**src/rtl/ccff_loader.sv**
```systemverilog
// rtl/ccff_loader.sv - word-to-serial loader for a ccff configuration chain (optional readback: CCFF_LOADER_READBACK_EN)
module ccff_loader #(
    parameter int CHAIN_LEN = 64,
    parameter int WORD_W    = 8
) (
    input  logic              prog_clk,
    input  logic              prog_reset_n,
    input  logic              start,
    input  logic [WORD_W-1:0] cfg_data,
    input  logic              cfg_valid,
    output logic              cfg_ready,
    output logic              ccff_head,
    output logic              ccff_shift_en,
    input  logic              ccff_tail,
    output logic              busy,
    output logic              done,
    output logic [WORD_W-1:0] rb_data,
    output logic              rb_valid
);

    localparam int CW = $clog2(CHAIN_LEN + 1);
    localparam int WB = (WORD_W > 1) ? $clog2(WORD_W) : 1;

    typedef enum logic [1:0] {
        IDLE  = 2'd0,
        LOAD  = 2'd1,
        SHIFT = 2'd2,
        DONE  = 2'd3
    } state_t;

    state_t            state;
    state_t            state_nxt;
    logic [WORD_W-1:0] shift_reg;
    logic [CW-1:0]     bit_cnt;
    logic [WB-1:0]     word_cnt;
    logic              last_bit;
    logic              last_word;

    assign last_bit  = (bit_cnt == CW'(CHAIN_LEN - 1));
    assign last_word = (word_cnt == WB'(WORD_W - 1));

    // State register; reset aborts any load in progress immediately
    always_ff @(posedge prog_clk or negedge prog_reset_n) begin
        if (!prog_reset_n) begin
            state <= IDLE;
        end else begin
            state <= state_nxt;
        end
    end

    // Next-state and decoded outputs; all outputs are zero in IDLE so reset clears them at once
    always_comb begin
        state_nxt     = state;
        cfg_ready     = 1'b0;
        ccff_shift_en = 1'b0;
        ccff_head     = 1'b0;
        busy          = 1'b0;
        done          = 1'b0;
        case (state)
            IDLE: begin
                if (start) state_nxt = LOAD;
            end
            LOAD: begin
                cfg_ready = 1'b1;
                busy      = 1'b1;
                if (cfg_valid) state_nxt = SHIFT;
            end
            SHIFT: begin
                ccff_shift_en = 1'b1;
                ccff_head     = shift_reg[0];
                busy          = 1'b1;
                if (last_bit) begin
                    state_nxt = DONE;
                end else if (last_word) begin
                    state_nxt = LOAD;
                end
            end
            DONE: begin
                done = 1'b1;
                if (start) state_nxt = LOAD;
            end
            default: state_nxt = IDLE;
        endcase
    end

    // Datapath: word capture, serialisation and bit/word position counters
    always_ff @(posedge prog_clk or negedge prog_reset_n) begin
        if (!prog_reset_n) begin
            shift_reg <= '0;
            bit_cnt   <= '0;
            word_cnt  <= '0;
        end else begin
            case (state)
                IDLE, DONE: begin
                    if (start) begin
                        bit_cnt  <= '0;
                        word_cnt <= '0;
                    end
                end
                LOAD: begin
                    word_cnt <= '0;
                    if (cfg_valid) shift_reg <= cfg_data;
                end
                SHIFT: begin
                    shift_reg <= shift_reg >> 1;
                    bit_cnt   <= bit_cnt + CW'(1);
                    word_cnt  <= last_word ? '0 : word_cnt + WB'(1);
                end
                default: ;
            endcase
        end
    end

`ifdef CCFF_LOADER_READBACK_EN
    logic [WORD_W-1:0] rb_acc;
    logic [WORD_W-1:0] rb_next;

    // Tail sample lands at the same bit position its loaded counterpart had
    assign rb_next = rb_acc | (WORD_W'(ccff_tail) << word_cnt);

    // Readback accumulator; publishes a full word, or a zero-filled partial word at chain end
    always_ff @(posedge prog_clk or negedge prog_reset_n) begin
        if (!prog_reset_n) begin
            rb_acc   <= '0;
            rb_data  <= '0;
            rb_valid <= 1'b0;
        end else begin
            rb_valid <= 1'b0;
            if (state == SHIFT) begin
                if (last_bit || last_word) begin
                    rb_data  <= rb_next;
                    rb_valid <= 1'b1;
                    rb_acc   <= '0;
                end else begin
                    rb_acc <= rb_next;
                end
            end
        end
    end
`else
    logic unused_tail;

    assign unused_tail = ccff_tail;
    assign rb_data     = '0;
    assign rb_valid    = 1'b0;
`endif

endmodule

```
**config.mk**
```make
export PLATFORM = sky130hd
export DESIGN_NAME = ccff_loader
export DESIGN_NICKNAME = d
export VERILOG_FILES = /design/src/rtl/ccff_loader.sv
export SDC_FILE = /design/constraint.sdc
export NUM_CORES = 1
export LEC_CHECK = 0
export BUFFER_PORTS_ARGS = -buffer_cell sky130_fd_sc_hd__buf_2
export CAP_MARGIN = 20
export CORE_MARGIN = 2
export CORE_UTILIZATION = 52
export DETAILED_ROUTE_END_ITERATION = 8
export PLACE_DENSITY = 0.78
export SLEW_MARGIN = 25
export SYNTH_ARGS = -nofsm -noshare
export SYNTH_HDL_FRONTEND = slang
export SYNTH_SLANG_ARGS = --single-unit
```
**constraint.sdc**
```tcl
create_clock -name prog_clk -period 1.86 [get_ports prog_clk]
set_input_delay 0.186 -clock prog_clk [delete_from_list [all_inputs] [get_ports prog_clk]]
set_output_delay 0.186 -clock prog_clk [all_outputs]
set_load 0.005 [all_outputs]
```
==> flow_metrics.env <==
export IMPL_status="finished, final reports clean"
export IMPL_cts_max_path_buffers=2
export IMPL_drive_gt1_frac=0.190
export IMPL_hold_class="input port to flop"
export IMPL_first_global_vias=882
export IMPL_fmax_ghz=0.604
export IMPL_min_period_ps=1660
export IMPL_postSynthAreaPerCell_sq_um=9.44
export IMPL_route_antenna_remaining_nets=0
export IMPL_cp_num_cells=6
export IMPL_fin_crit_sh=0.891
export IMPL_antenna_found_initial=0
export IMPL_cts_reportedPaths_clkPinSlew_ps=120
export IMPL_ys_warn_count=0
export IMPL_synth_cells=118
export IMPL_comb_power_share=0.490
export IMPL_core_area_sq_um=1980
export IMPL_post_drt_wl_per_cell_um=13.4
export IMPL_switching_share=0.402
export IMPL_largest_reg_flops=8
export IMPL_die_w_um=50.3
export IMPL_utilization=0.628
export IMPL_power_frac_seq=0.370
export IMPL_final_setup_tns_ps=0
export IMPL_place_gp_congestion=0.806
export IMPL_yosysTopAreaCell="dfrtp_1"
export IMPL_synth_top_area_share=0.449
export IMPL_yosysUniqueCellTypes=31
export IMPL_vias=899
export IMPL_worstSetupStartpointType="flop"
export IMPL_power_frac_clock=0.140
export IMPL_nets=157
export IMPL_worstSkewPairLatency_ps=300
export IMPL_rsz0062_at_grt="false"
export IMPL_async_reset_ff_frac=1.00
export IMPL_power_density_nw_per_um2=1490
export IMPL_hpwl_um=1600
export IMPL_numCtsBuffers=3
export IMPL_grt_overflow_total=0
export IMPL_rr_worst_depth=6
export IMPL_hold_depth=3
export IMPL_avgViaCountPerCell=5.48
export IMPL_io_pins=27
export IMPL_critPathTopFamily="simple AND/OR/NAND/NOR gates"
export IMPL_fillers=173
export IMPL_synth_enable_flop_cells=0
export IMPL_drt_iter0_markers=14
export IMPL_synth_ff_type="dfrtp_1"
export IMPL_cts_setup_buffers=0
export IMPL_first_pass_iters=4
export IMPL_dp_cells=159
export IMPL_rows=16
export IMPL_setup_violations_final=0
export IMPL_clock_skew_ps=0.837
export IMPL_end_kind="flop"
export IMPL_critPathKind="flop to flop"
export IMPL_synth_ff_latch_count=20
export IMPL_drc=0
export IMPL_syn_area_sq_um=1110
export IMPL_cts_tree="done"
export IMPL_htree_levels=1
export IMPL_diodes=0
export IMPL_drv_cap=0
export IMPL_wirelength_um=2200
export IMPL_finalMaxSlewViolations=0
export IMPL_area_growth_pct=11.8
export IMPL_die_h_um=50.3
export IMPL_clockRootBuffer="clkbuf_4"
export IMPL_yosysSeqAreaShare=0.449
export IMPL_critPathBufInv=1
export IMPL_gr_usage_all_layers=0.199
export IMPL_cts_sinks=20
export IMPL_cpMaxStageDelayCell="dfrtp_1"
export IMPL_crit_chain="inv_1, ha_1, nand2b_1, nand2_1, o22ai_1, a21oi_1"
export IMPL_p_leak_nw=0.584
export IMPL_cts_repair_resize_count=0
export IMPL_p_int_mw=1.11
export IMPL_critPathMaxStageDelay_ps=420
export IMPL_die_area_sq_um=2530
export IMPL_p_sw_uw=743
export IMPL_ir_drop_v=0.000931
export IMPL_path_max_fanout=8
export IMPL_synth_area_leaders="dfrtp_1, o22ai_1, ha_1, buf_4, a21oi_1"
export IMPL_total_power_mw=1.85
export IMPL_cts_hold_buf=1
export IMPL_final_cells=164
export IMPL_hold_viol=0
export IMPL_initial_core_util=0.562
export IMPL_cp_required_ps=2090
export IMPL_crit_arrival_ps=1890
export IMPL_grt_max_degree=21
export IMPL_io_buffers=16
export IMPL_grt_pass1_wl_um=3800
## layout make-up
type / count / area [sq um] / share of cell area
inverter: 4 / 15.0 / 0.0121
clock buffer: 4 / 36.3 / 0.0291
multi-input combinational: 88 / 539 / 0.433
sequential: 20 / 500 / 0.402
tap: 27 / 33.8 / 0.0271
timing repair buffer: 21 / 120 / 0.0965
## kinds of logic after synthesis
| kind of cell | after synthesis | synth area share |
|---|---|---|
| mux | 5 | 0.0461 |
| flops | 20 | 0.449 |
| other cells | 1 | 0.00337 |
| buf+inv | 18 | 0.0932 |
| xor+xnor | 1 | 0.00787 |
| simple gates | 32 | 0.137 |
| fa+ha+maj | 6 | 0.0674 |
| compound gates | 35 | 0.196 |
## Yosys cell counts (2+ instances only)
cell and instances:
dfrtp_1 20, o22ai_1 14, nand2_1 11, a21oi_1 9, buf_4 9, ha_1 6
nor2_1 5, inv_1 4, mux2i_1 4, nand3_1 4, o21ai_0 4, nor2b_1 3
nor3_1 3, a22o_1 2, buf_2 2, clkbuf_1 2, nand2b_1 2
## power by group through the flow
stage               Clock, mW  Combinational [mW]  Sequential [mW]
detailed placement          0               0.898            0.689
CTS                     0.263               0.909            0.682
global placement            0               0.860            0.680
global route            0.282                1.01            0.704
finish                  0.258               0.907            0.685
floorplan                   0               0.658            0.663
## stage by stage
stage	setup slack, ps	area (sq um)	hold slack [ps]
3_3_place_gp	302	1200	154
6_report	203	1240	185
2_1_floorplan	264	1140	-110
4_1_cts	220	1240	177
5_1_grt	51.8	1240	189
3_5_place_dp	253	1200	163
## cells in the final DEF, fill, tap and decap left out, drive strengths merged
| cell type | n |
|---|---|
| dlygate4sd3 | 1 |
| or2b | 1 |
| a21oi | 9 |
| and2 | 1 |
| or3 | 1 |
| mux2 | 1 |
| o31ai | 1 |
| nand2b | 2 |
| o21ai | 5 |
| xnor2 | 1 |
| a22o | 2 |
| ha | 6 |
| nor3 | 3 |
| conb | 9 |
| a31oi | 1 |
| nand3 | 4 |
| nor2 | 5 |
| inv | 4 |
| o22ai | 14 |
| buf | 20 |
| a32o | 1 |
| mux2i | 4 |
| dfrtp | 20 |
| clkbuf | 4 |
| o211ai | 1 |
| o32a | 1 |
| and3 | 1 |
| nand2 | 11 |
| nor2b | 3 |
## worst reg2reg max path: cells and delay by family (launching register included)
kind | cells | cell delay [ps]
and+or+nand+nor | 2 | 490
DFF | 1 | 420
adders and majority gates | 1 | 290
AOI/OAI and AO/OA | 2 | 270
buffers and inverters | 1 | 120
## layer usage
layer  wire [um]  up-vias  GRT usage  share of wire
li1            -      444          -              -
met1        1030      433      0.245           0.47
met2        1080       20      0.349           0.49
met3          70        2     0.0357          0.032
met4          15        0     0.0694         0.0068
met5           0        -          0              0
## path summary, 6_finish.rpt
path / endpoint / start / slack, ps
min in group asynchronous: bit_cnt[2]$_DFFE_PN0P_ / prog_reset_n / 350
max in group asynchronous: bit_cnt[1]$_DFFE_PN0P_ / prog_reset_n / 1190
max: shift_reg[4]$_DFFE_PN0P_ / state[1]$_DFFE_PN0P_ / 200
min reg2reg: word_cnt[2]$_DFFE_PN0P_ / word_cnt[2]$_DFFE_PN0P_ / 490
min: shift_reg[1]$_DFFE_PN0P_ / cfg_data[1] / 190
max reg2reg: shift_reg[4]$_DFFE_PN0P_ / state[1]$_DFFE_PN0P_ / 200
Power figures use the tool's default switching activity.
